--- src/rtl/bus_pkg.sv ---
// Shared types and defaults for the data-memory bus demux.
package bus_pkg;

    typedef enum logic [1:0] {
        IDLE,
        ISSUE,
        WAIT,
        RESP
    } demux_state_t;

    typedef logic tgt_sel_t;
    localparam tgt_sel_t TGT_RAM  = 1'b0;
    localparam tgt_sel_t TGT_MMIO = 1'b1;

    localparam logic [31:0] DEF_MMIO_BASE = 32'h1000_0000;
    localparam logic [31:0] DEF_MMIO_MASK = 32'hF000_0000;

    localparam int CNT_W = 8;
    typedef logic [CNT_W-1:0] tmo_cnt_t;

endpackage

--- src/rtl/bus_addr_decode.sv ---
// Address to target select, plus word-misalignment flag.
module bus_addr_decode
    import bus_pkg::*;
#(
    parameter int               WIDTH     = 32,
    parameter logic [WIDTH-1:0] MMIO_BASE = WIDTH'(DEF_MMIO_BASE),
    parameter logic [WIDTH-1:0] MMIO_MASK = WIDTH'(DEF_MMIO_MASK)
) (
    input  logic [WIDTH-1:0] addr,
    output tgt_sel_t         sel,
    output logic             misal
);

    assign misal = |addr[1:0];
    assign sel   = ((addr & MMIO_MASK) == MMIO_BASE) ? TGT_MMIO : TGT_RAM;

endmodule

--- src/rtl/data_bus_demux.sv ---
// Single-outstanding load/store demux: RAM (target 0) vs MMIO (target 1),
// with misalignment and response-timeout error reporting.
module data_bus_demux
    import bus_pkg::*;
#(
    parameter int               WIDTH     = 32,
    parameter logic [WIDTH-1:0] MMIO_BASE = WIDTH'(DEF_MMIO_BASE),
    parameter logic [WIDTH-1:0] MMIO_MASK = WIDTH'(DEF_MMIO_MASK),
    parameter int               TIMEOUT   = 255
) (
    input  logic             clk,
    input  logic             rst_n,
    input  logic             req_valid,
    output logic             req_ready,
    input  logic [WIDTH-1:0] req_addr,
    input  logic [WIDTH-1:0] req_wdata,
    input  logic             req_we,
    output logic             rsp_valid,
    output logic [WIDTH-1:0] rsp_rdata,
    output logic             rsp_err,
    output logic             t0_valid,
    input  logic             t0_ready,
    output logic [WIDTH-1:0] t0_addr,
    output logic [WIDTH-1:0] t0_wdata,
    output logic             t0_we,
    input  logic             t0_rsp_valid,
    input  logic [WIDTH-1:0] t0_rsp_rdata,
    output logic             t1_valid,
    input  logic             t1_ready,
    output logic [WIDTH-1:0] t1_addr,
    output logic [WIDTH-1:0] t1_wdata,
    output logic             t1_we,
    input  logic             t1_rsp_valid,
    input  logic [WIDTH-1:0] t1_rsp_rdata
);

    localparam tmo_cnt_t TMO_LIM = tmo_cnt_t'(TIMEOUT);

    demux_state_t     state, state_d;
    tgt_sel_t         sel_q, dec_sel;
    logic             dec_misal;
    logic [WIDTH-1:0] addr_q, wdata_q, rdata_q;
    logic             we_q, err_q;
    tmo_cnt_t         cnt;
    logic             accept, capture, tmo;
    logic             sel_ready, sel_rsp_valid;
    logic [WIDTH-1:0] sel_rdata;

    bus_addr_decode #(
        .WIDTH     (WIDTH),
        .MMIO_BASE (MMIO_BASE),
        .MMIO_MASK (MMIO_MASK)
    ) u_dec (
        .addr  (req_addr),
        .sel   (dec_sel),
        .misal (dec_misal)
    );

    // Only the selected target's handshake/response is ever looked at.
    assign sel_ready     = (sel_q == TGT_MMIO) ? t1_ready     : t0_ready;
    assign sel_rsp_valid = (sel_q == TGT_MMIO) ? t1_rsp_valid : t0_rsp_valid;
    assign sel_rdata     = (sel_q == TGT_MMIO) ? t1_rsp_rdata : t0_rsp_rdata;

    always_ff @(posedge clk or negedge rst_n) begin
        if (!rst_n) state <= IDLE;
        else        state <= state_d;
    end

    always_comb begin
        state_d   = state;
        accept    = 1'b0;
        capture   = 1'b0;
        tmo       = 1'b0;
        req_ready = 1'b0;
        rsp_valid = 1'b0;
        t0_valid  = 1'b0;
        t1_valid  = 1'b0;
        case (state)
            IDLE: begin
                req_ready = 1'b1;
                if (req_valid) begin
                    accept  = 1'b1;
                    state_d = dec_misal ? RESP : ISSUE;
                end
            end
            ISSUE: begin
                t0_valid = (sel_q == TGT_RAM);
                t1_valid = (sel_q == TGT_MMIO);
                if (sel_ready) begin
                    if (sel_rsp_valid) begin
                        capture = 1'b1;
                        state_d = RESP;
                    end else begin
                        state_d = WAIT;
                    end
                end
            end
            WAIT: begin
                if (sel_rsp_valid) begin
                    capture = 1'b1;
                    state_d = RESP;
                end else if (cnt == TMO_LIM) begin
                    tmo     = 1'b1;
                    state_d = RESP;
                end
            end
            RESP: begin
                rsp_valid = 1'b1;
                state_d   = IDLE;
            end
            default: state_d = IDLE;
        endcase
    end

    always_ff @(posedge clk or negedge rst_n) begin
        if (!rst_n) begin
            addr_q  <= '0;
            wdata_q <= '0;
            we_q    <= 1'b0;
            sel_q   <= TGT_RAM;
            err_q   <= 1'b0;
            rdata_q <= '0;
            cnt     <= '0;
        end else begin
            if (accept) begin
                addr_q  <= req_addr;
                wdata_q <= req_wdata;
                we_q    <= req_we;
                sel_q   <= dec_sel;
                err_q   <= dec_misal;
                cnt     <= '0;
                if (dec_misal) rdata_q <= '0;
            end
            if (state == WAIT) cnt <= cnt + 1'b1;
            // Stores always report zero data, whatever the target drives.
            if (capture) rdata_q <= we_q ? '0 : sel_rdata;
            if (tmo) begin
                err_q   <= 1'b1;
                rdata_q <= '0;
            end
        end
    end

    assign rsp_rdata = rdata_q;
    assign rsp_err   = err_q;
    assign t0_addr   = addr_q;
    assign t0_wdata  = wdata_q;
    assign t0_we     = we_q;
    assign t1_addr   = addr_q;
    assign t1_wdata  = wdata_q;
    assign t1_we     = we_q;

endmodule

--- config.mk ---
export PLATFORM = sky130hd
export DESIGN_NAME = data_bus_demux
export DESIGN_NICKNAME = d
export VERILOG_FILES = /design/src/rtl/bus_pkg.sv /design/src/rtl/bus_addr_decode.sv /design/src/rtl/data_bus_demux.sv
export SDC_FILE = /design/constraint.sdc
export NUM_CORES = 1
export LEC_CHECK = 0
export ABC_AREA = 1
export CAP_MARGIN = 10
export CORE_MARGIN = 3
export CORE_UTILIZATION = 39
export CTS_BUF_LIST = sky130_fd_sc_hd__clkbuf_16
export CTS_CLUSTER_DIAMETER = 30
export DETAILED_ROUTE_END_ITERATION = 8
export PLACE_DENSITY_LB_ADDON = 0.3
export SLEW_MARGIN = 15
export SYNTH_ARGS = -nofsm -noshare
export SYNTH_HDL_FRONTEND = slang
export SYNTH_SLANG_ARGS = --single-unit
--- constraint.sdc ---
create_clock -name clk -period 1.85 [get_ports clk]
set_input_delay 0.185 -clock clk [delete_from_list [all_inputs] [get_ports clk]]
set_output_delay 0.185 -clock clk [all_outputs]
set_load 0.01 [all_outputs]
-- Yosys cells after proc, flatten, opt, wreduce, memory -nomap -nowiden
Cells that the tools add are included.
- output and inout bits: 167
- flip-flop bits (word level): 109
- word-level logic and storage cells: 58
- reductions and logical operators: 8
- muxes and demuxes: 32
- bitwise gates (word level): 1
- eq/ne operators: 8
- add/sub/neg operators: 1
- operator list (operator ; number):
    $mux W32 ; 6
    $mux W1 ; 17
    $mux W8 ; 2
    $mux W2 ; 5
    $add A8 B1 Y8 const B ; 1
    $eq A8 B8 Y1 const B ; 1
    $pmux W2 S4 ; 1
    $reduce_bool A3 Y1 ; 2
    $eq A2 B2 Y1 const B ; 2
    $eq A4 B1 Y1 const B ; 1
    $ne A2 B2 Y1 const B ; 2
    $reduce_bool A2 Y1 ; 2
    $ne A3 B3 Y1 const B ; 1
    $reduce_and A3 Y1 ; 1
    $eq A2 B1 Y1 const B ; 1
    $logic_not A2 Y1 ; 1
    $pmux W1 S2 ; 1
    $reduce_and A2 Y1 ; 1
    $reduce_or A2 Y1 ; 1
    $not A1 Y1 ; 1

-- Depth between registers and ports, before layout
Gate-level depths: netlist of the first run.
- depth in word-level cells: 6
- mapped depth: 11
- depth with buffers taken out: 9

-- By module
From an unflattened synthesis of the first run, not the netlist that was laid out.
- cells, all modules: 705
- area total of the unflattened synthesis: 5537.8 um^2
- by module, submodules not included (module ; area an instance (um^2) ; instances ; cells an instance):
    data_bus_demux ; 5509.0 ; 1 ; 698
    bus_addr_decode ; 28.8 ; 1 ; 7

-- Worst setup path before layout of the first run
No wires, ideal clock.
- path type: reg-to-reg
- start point: register state[0]
- end point: register sel_q
- period minus slack after synthesis: 1.517 ns
- path buffers: 1
- path slack: 0.333 ns
- data required time: 1.710 ns
- setup time: 0.140 ns
- cell stages (with the launch flop): 7
- arrival time: 1.377 ns
- path through: dfrtp_1 inv_1 ha_1 nand2_1 inv_2 clkbuf_1 o32ai_1
- longest elaborated chain between the ends: 2
- RTL lines (element ; RTL line ; text):
    from (decl) ; data_bus_demux.sv:39 ; demux_state_t state, state_d;
    from (signal assigned) ; data_bus_demux.sv:66 ; else state <= state_d;
    $logic_not A2 Y1 ; data_bus_demux.sv:78 ; case (state)
    $mux W1 ; data_bus_demux.sv:78 ;
    to (signal assigned) ; data_bus_demux.sv:129 ; sel_q <= dec_sel;
    to (decl) ; data_bus_demux.sv:40 ; tgt_sel_t sel_q, dec_sel;
Every way passes these cells.
A chain may end at the register's enable or synchronous reset.

-- Final worst setup path of the first run
- start point: register state[1]
- end point: output port rsp_valid
- longest elaborated chain between the ends: 2
- RTL lines (element ; RTL line ; text):
    $eq A2 B2 Y1 ; data_bus_demux.sv:78 ;
    $mux W1 ; data_bus_demux.sv:78 ;
    to (decl) ; data_bus_demux.sv:18 ; output logic rsp_valid,
Every way passes these cells.

==> out/metrics.cfg, run 1 <==
[status]
run_status=finished clean

[yosys]
synth_area_leaders=dfrtp_1, nand2_1, buf_4
synth_top_area_share_pct=49.8
ys_ff_latch=109
synth_cell_types=27
syn_avg_cell_area_um2=7.89
async_flop_share_pct=100
synth_top_area_cell=dfrtp_1
synthFlopType=dfrtp_1
syn-cell-area_um2=5470
synth-warning-count=0
synth_fp_nets=836
synth_edf_count=0
synth-seq-area-share_pct=49.8
syn_inst=694

[finish]
syn_to_final_growth_pct=55.1
nets=1067
final_cells=1107
ff_latch_area_um2=2730
multiInputGateArea_um2=1990
fillers=1162
final_layout_size_suffix_gt1_share_pct=5.16

[clocking]
cts.htree.levels=3
cts_tree=yes
cts-root-buf=clkbuf_16
cts_buffer_depth=2
clock_latency_ns=0.35
cts.sinks=109
numCtsBuffers=9
clkTransAtPathRegs_ns=0.08

[power_and_ir_drop]
p_leak_nw=4.11
power_density_nw_per_um2=1580
peakVddDrop_uv=678

[sta]
period_needed_ns=1.76
setup_viol=0
fin_tns_setup_ns=0
max_slew_margin_pct=57.9
rsz0062_at_grt=false
clock.fmax_mhz=569
period_share_pct=94.9
tightest_slew_ns=0.631
holdWs_ns=0.358
drv_slew=0
hold_violations=0
finClkSkew_ns=0.00902

[worst_hold_path]
hold_class=primary input to flop

[worst_setup_path]
cp-end-kind=output port
worstSetupPathType=flop to output port
critPathArrivalTime_ns=1.57
worst_ep_required_time_ns=1.66
crit_path_start_kind=flop
cp_max_fo=4

[place]
io_buffers=302
place.gp.congestion=0.832
dp_hpwl_um=12300
placed_cells=1088

[drt]
drt_first_pass_iters=4
drt_iter0_drc=297
wl_um=16600
drc=0
vias=5145
post_drt_via_cell_ratio=4.65
ant_nets=0
wl_per_cell_um=15.0

[floorplanning]
io_pins=303
die_h_um=124
rows=42
die_w_um=124
core-area_um2=13500
start_util_pct=40.5
fp.dieArea_um2=15500

[run]
maxCapViolations=0

[global_route]
antenna_found_initial=1
grt_pass1_vias=5054
grt_usage_pct=21.4
grt_pass1_wl_um=26900
gr-total-overflow=0
grt_start_max_net_pins=110

critical path, stage by stage, from the launching register on:
cell             delay (ns)
dfrtp_1                0.39
buf_4                  0.15
ha_1                   0.18
clkdlybuf4s50_1        0.50
cells in the final DEF, fill, tap and decap left out, types with 2 or more instances in the layout:
cell,n
buf_4,16
dlygate4sd2_1,2
nand4_1,2
nand2_1,351
dfrtp_1,108
a21oi_1,33
inv_6,4
inv_2,2
buf_12,2
o21ai_0,9
clkbuf_16,9
nor2_1,8
ha_1,5
nand2_2,4
clkdlybuf4s50_1,298
inv_1,16
nand3_1,43
flip-flops by register name, indices dropped and copies added (netlist names):
signal,count
cnt,8
t0_wdata,32
rsp_rdata,32
state,2
t0_addr,32
rsp_err,1
t0_we,1
sel_q,1
area by class of cell:
class	instances	area share [%]
Clock buffer	9	2.65
Sequential cell	109	32.2
Timing Repair Buffer	320	37.5
Clock inverter	7	0.678
Antenna cell	1	0.0295
Multi-Input combinational cell	466	23.4
Tap cell	176	2.60
Inverter	19	0.929
through the flow:
stage / utilization [%] / setup slack (ns) / power, W / instance area, um^2
5_1_grt: 62.8 / 0.0182 / 0.0144 / 8490
6_report: 62.8 / 0.0940 / 0.0134 / 8490
3_3_place_gp: 60.5 / 0.196 / 0.0115 / 8170
4_1_cts: 62.8 / 0.000388 / 0.0136 / 8480
2_1_floorplan: - / 0.333 / 0.00814 / 5470
3_5_place_dp: 60.5 / 0.126 / 0.0117 / 8170
logic make-up after synthesis:
kind of cell	Yosys count	share of synthesized area, %
adder cells (fa/ha/maj)	6	1.37
AND/OR/NAND/NOR	412	29.9
AO/OA/AOI/OAI	46	4.46
XOR/XNOR	1	0.160
buffers and inverters	119	14.1
multiplexers	1	0.183
flip-flops	109	49.8
synthesized netlist by cell type (2+ instances only):
cell type / number
ha_1: 6
inv_1: 16
clkbuf_1: 13
o21ai_0: 9
nand2_1: 352
nand2_2: 3
nor2_1: 8
nand4_1: 2
buf_4: 68
nand3_1: 43
buf_6: 6
a21oi_1: 33
buf_2: 13
dfrtp_1: 109
power breakdown:
part	total [W]	internal [W]	leakage (nW)	switching [W]
Clock	0.00187	0.000937	0.140	0.000935
Sequential	0.00423	0.00343	1.40	0.000804
Combinational	0.00731	0.00390	2.57	0.00341
path summary, 6_finish.rpt:
kind,cells after the start,slack (ns),startpoint,end
max in group asynchronous,3,0.87,rst_n,state[0]
min in group asynchronous,3,0.42,rst_n,t0_addr[10]
hold / removal,3,0.36,req_addr[10],t0_addr[10]
setup / recovery,3,0.09,state[1],rsp_valid
hold reg to reg,2,0.50,rsp_rdata[0],rsp_rdata[0]
setup reg to reg,7,0.13,state[0],rsp_rdata[11]
per-layer routing:
metal	track usage (%)	vias to the layer above	share of wire, %	wire length, um
met5	0	-	0	0
met3	7.42	28	7.4	1230
met1	24.5	2377	39	6440
li1	-	2539	-	-
met2	37.7	201	51	8490
met4	6.13	0	2.4	399
repair_timing:
action	4_1_cts	5_1_grt
endpoints found under the setup margin	3	1
resized for setup	6	1
setup buffers	1	0
hold buffers	1	0
endpoints found under the hold margin	109	0
(Power assumes the default switching activity.)
==> run 2, diff against run 1 <==
Settings changed: CORE_UTILIZATION 39 to 40, CTS_BUF_LIST sky130_fd_sc_hd__clkbuf_16 to sky130_fd_sc_hd__clkbuf_8, DONT_BUFFER_PORTS set to 1.
==> run 2 against run 1 <==
Effect of this change: the flow now finishes with violations (negative hold slack); wire length shrank 18%; maximum frequency grew 3.1%; via count shrank 16%; largest cell class is now registers.
==> out/metrics.cfg, run 2 (synthesized netlist as in run 1, its figures left out) <==
[status]
run_status=complete, but fails checks  ; was finished clean
violations=negative hold slack

[worst_setup_path]
worstSetupPathType=flop to flop  ; was flop to output port
r2r_start=state[0]  ; unchanged
reg2reg_slack_ns=0.15  ; was 0.13 ns
crit_path_start=state[0]  ; was state[1]
r2r_cells=7  ; unchanged
cp-end-kind=flop  ; was output port
worst_ep_required_time_ns=2.16  ; was 1.66 ns
crit_path_start_kind=flop  ; unchanged
critPathArrivalTime_ns=2.02  ; was 1.57 ns
r2r-end=t0_addr[10]  ; was rsp_rdata[11]
cp_max_fo=25  ; was 4

[floorplanning]
core-area_um2=13300  ; was 13,500 um^2
io_pins=303  ; unchanged
die_w_um=123  ; was 124 um
die_h_um=123  ; was 124 um
rows=42  ; unchanged
start_util_pct=41.2  ; was 40.5%
fp.dieArea_um2=15100  ; was 15,500 um^2

[place]
dp_hpwl_um=9140  ; was 12,300 um
place.gp.congestion=0.763  ; was 0.832
io_buffers=0  ; was 302
dpl_worst_slack_ns=-0.0341  ; was 0.126 ns
placed_area_um2=5110  ; was 8170 um^2

[drt]
drc=0  ; unchanged
wl_per_cell_um=15.7  ; was 15.0 um
drt_first_pass_iters=4  ; unchanged
drt_iter0_drc=237  ; was 297
wl_um=13600  ; was 16,600 um
post_drt_via_cell_ratio=4.99  ; was 4.65
ant_nets=0  ; unchanged
vias=4313  ; was 5,145

[clocking]
clkTransAtPathRegs_ns=0.11  ; was 0.08 ns
clock_latency_ns=0.37  ; was 0.35 ns
cts_tree=yes  ; unchanged
cts.htree.levels=3  ; unchanged
cts-root-buf=clkbuf_8  ; was clkbuf_16
numCtsBuffers=9  ; unchanged
cts_buffer_depth=2  ; unchanged
cts.hold.buffers_added=65  ; was 1
cts.sinks=109  ; unchanged

[global_route]
grt_pass1_wl_um=20500  ; was 26,900 um
antenna_found_initial=1  ; unchanged
grt_start_max_net_pins=110  ; unchanged
grt_pass1_vias=4060  ; was 5,054
gr-total-overflow=0  ; unchanged
grt_usage_pct=17.2  ; was 21.4%

[power_and_ir_drop]
peakVddDrop_uv=650  ; was 678 uV
p_leak_nw=3.16  ; was 4.11 nW
power_density_nw_per_um2=1610  ; was 1580 nW/um^2

[finish]
syn_to_final_growth_pct=9.83  ; was 55.1%
final_cell_mix=nand2_1, dfrtp_1, dlygate4sd3_1, nand3_1, a21oi_1  ; was nand2_1, clkdlybuf4s50_1, dfrtp_1, nand3_1, a21oi_1
final_common_cell=nand2_1  ; unchanged
nets=825  ; was 1,067
fillers=1267  ; was 1,162
finalInstanceArea_um2=6010  ; was 8490 um^2
utilization_pct=45.2  ; was 62.8%
final_layout_size_suffix_gt1_share_pct=5.96  ; was 5.16%

[sta]
period_needed_ns=1.70  ; was 1.76 ns
holdWs_ns=-0.506  ; was 0.358 ns
setup_slack_ns=0.147  ; was 0.0940 ns
max_slew_margin_pct=71.8  ; was 57.9%
period_share_pct=92.0  ; was 94.9%
setup_viol=0  ; unchanged
hold_violations=109  ; was 0
drv_slew=0  ; unchanged
clock.fmax_mhz=587  ; was 569 MHz
finClkSkew_ns=0.0114  ; was 0.00902 ns
tightest_slew_ns=0.421  ; was 0.631 ns

[run]
maxCapViolations=0  ; unchanged

[worst_hold_path]
hold_class=primary input to asynchronous set/reset pin  ; was primary input to flop

-- run 2: worst max-delay path by stage --
stage                    endpoint  slack [ns]  cells after the start
detailed placement  rsp_rdata[24]       -0.03                      7
CTS                   t0_addr[10]        0.04                      7
floorplan                   sel_q        0.33                      6
global placement    rsp_rdata[16]        0.05                      7
finish                t0_addr[10]        0.15                      7
global route          t0_addr[10]      -0.002                      7
-- run 2: area by class of cell --
cell class / instances / area [um^2] / area share [%]
flip-flops and latches: 109 / 2730 / 45.4
multi-input cells: 467 / 2000 / 33.2
repair buffers: 77 / 786 / 13.1
well taps: 176 / 220 / 3.66
clock buffers: 9 / 124 / 2.06
inverters: 19 / 81.3 / 1.35
clock inverters: 7 / 73.8 / 1.23
diodes: 1 / 2.50 / 0.0416
-- run 2: layer usage --
metal  global-route usage [%]  share of wire, %  vias to the layer above  routed length [um]
met5                        0                 0                        -                   0
met1                     20.3                40                     2055                5450
met4                     7.47               2.5                        0                 342
met2                     30.4                51                      178                6980
li1                         -                 -                     2059                   -
met3                     3.66               6.0                       21                 820
-- run 2: worst max-delay path, cell delays in order (launching register included) --
cell     delay (ns)
dfrtp_1        0.43
inv_1          0.14
ha_1           0.20
nand2_2        0.10
inv_2          0.28
buf_6          0.28
nand2_1        0.12
nand2_1        0.08
-- run 2: stage by stage --
step / hold WS [ns] / TNS, ns / power (W) / std cells
floorplan: -0.111 / 0 / 0.00814 / 694
global placement: -0.108 / 0 / 0.00794 / 781
detailed placement: -0.108 / -0.0540 / 0.00812 / 781
CTS: -0.538 / 0 / 0.00973 / 863
global route: -0.544 / -0.00244 / 0.0104 / 865
finish: -0.506 / 0 / 0.00966 / 865
-- run 2: repair_timing --
action / in CTS / in global routing
buffers inserted: 0 / 1
endpoints found under the hold margin: 175 / 109
pin swaps: 1 / 1
cloned: 1 / 0
setup endpoints to repair: 32 / 47
gates resized for setup: 1 / 5
-- run 2: power breakdown --
group	switching, W	internal [W]	leakage [nW]
combinational	0.00187	0.00111	1.66
sequential	0.00181	0.00341	1.40
clock	0.000819	0.000631	0.0937
==> run 3, diff against run 2 <==
Settings changed: CAP_MARGIN 10 to not set.
==> results of run 3 <==
Same layout as run 2: the final DEF is identical, and so are final timing and power.
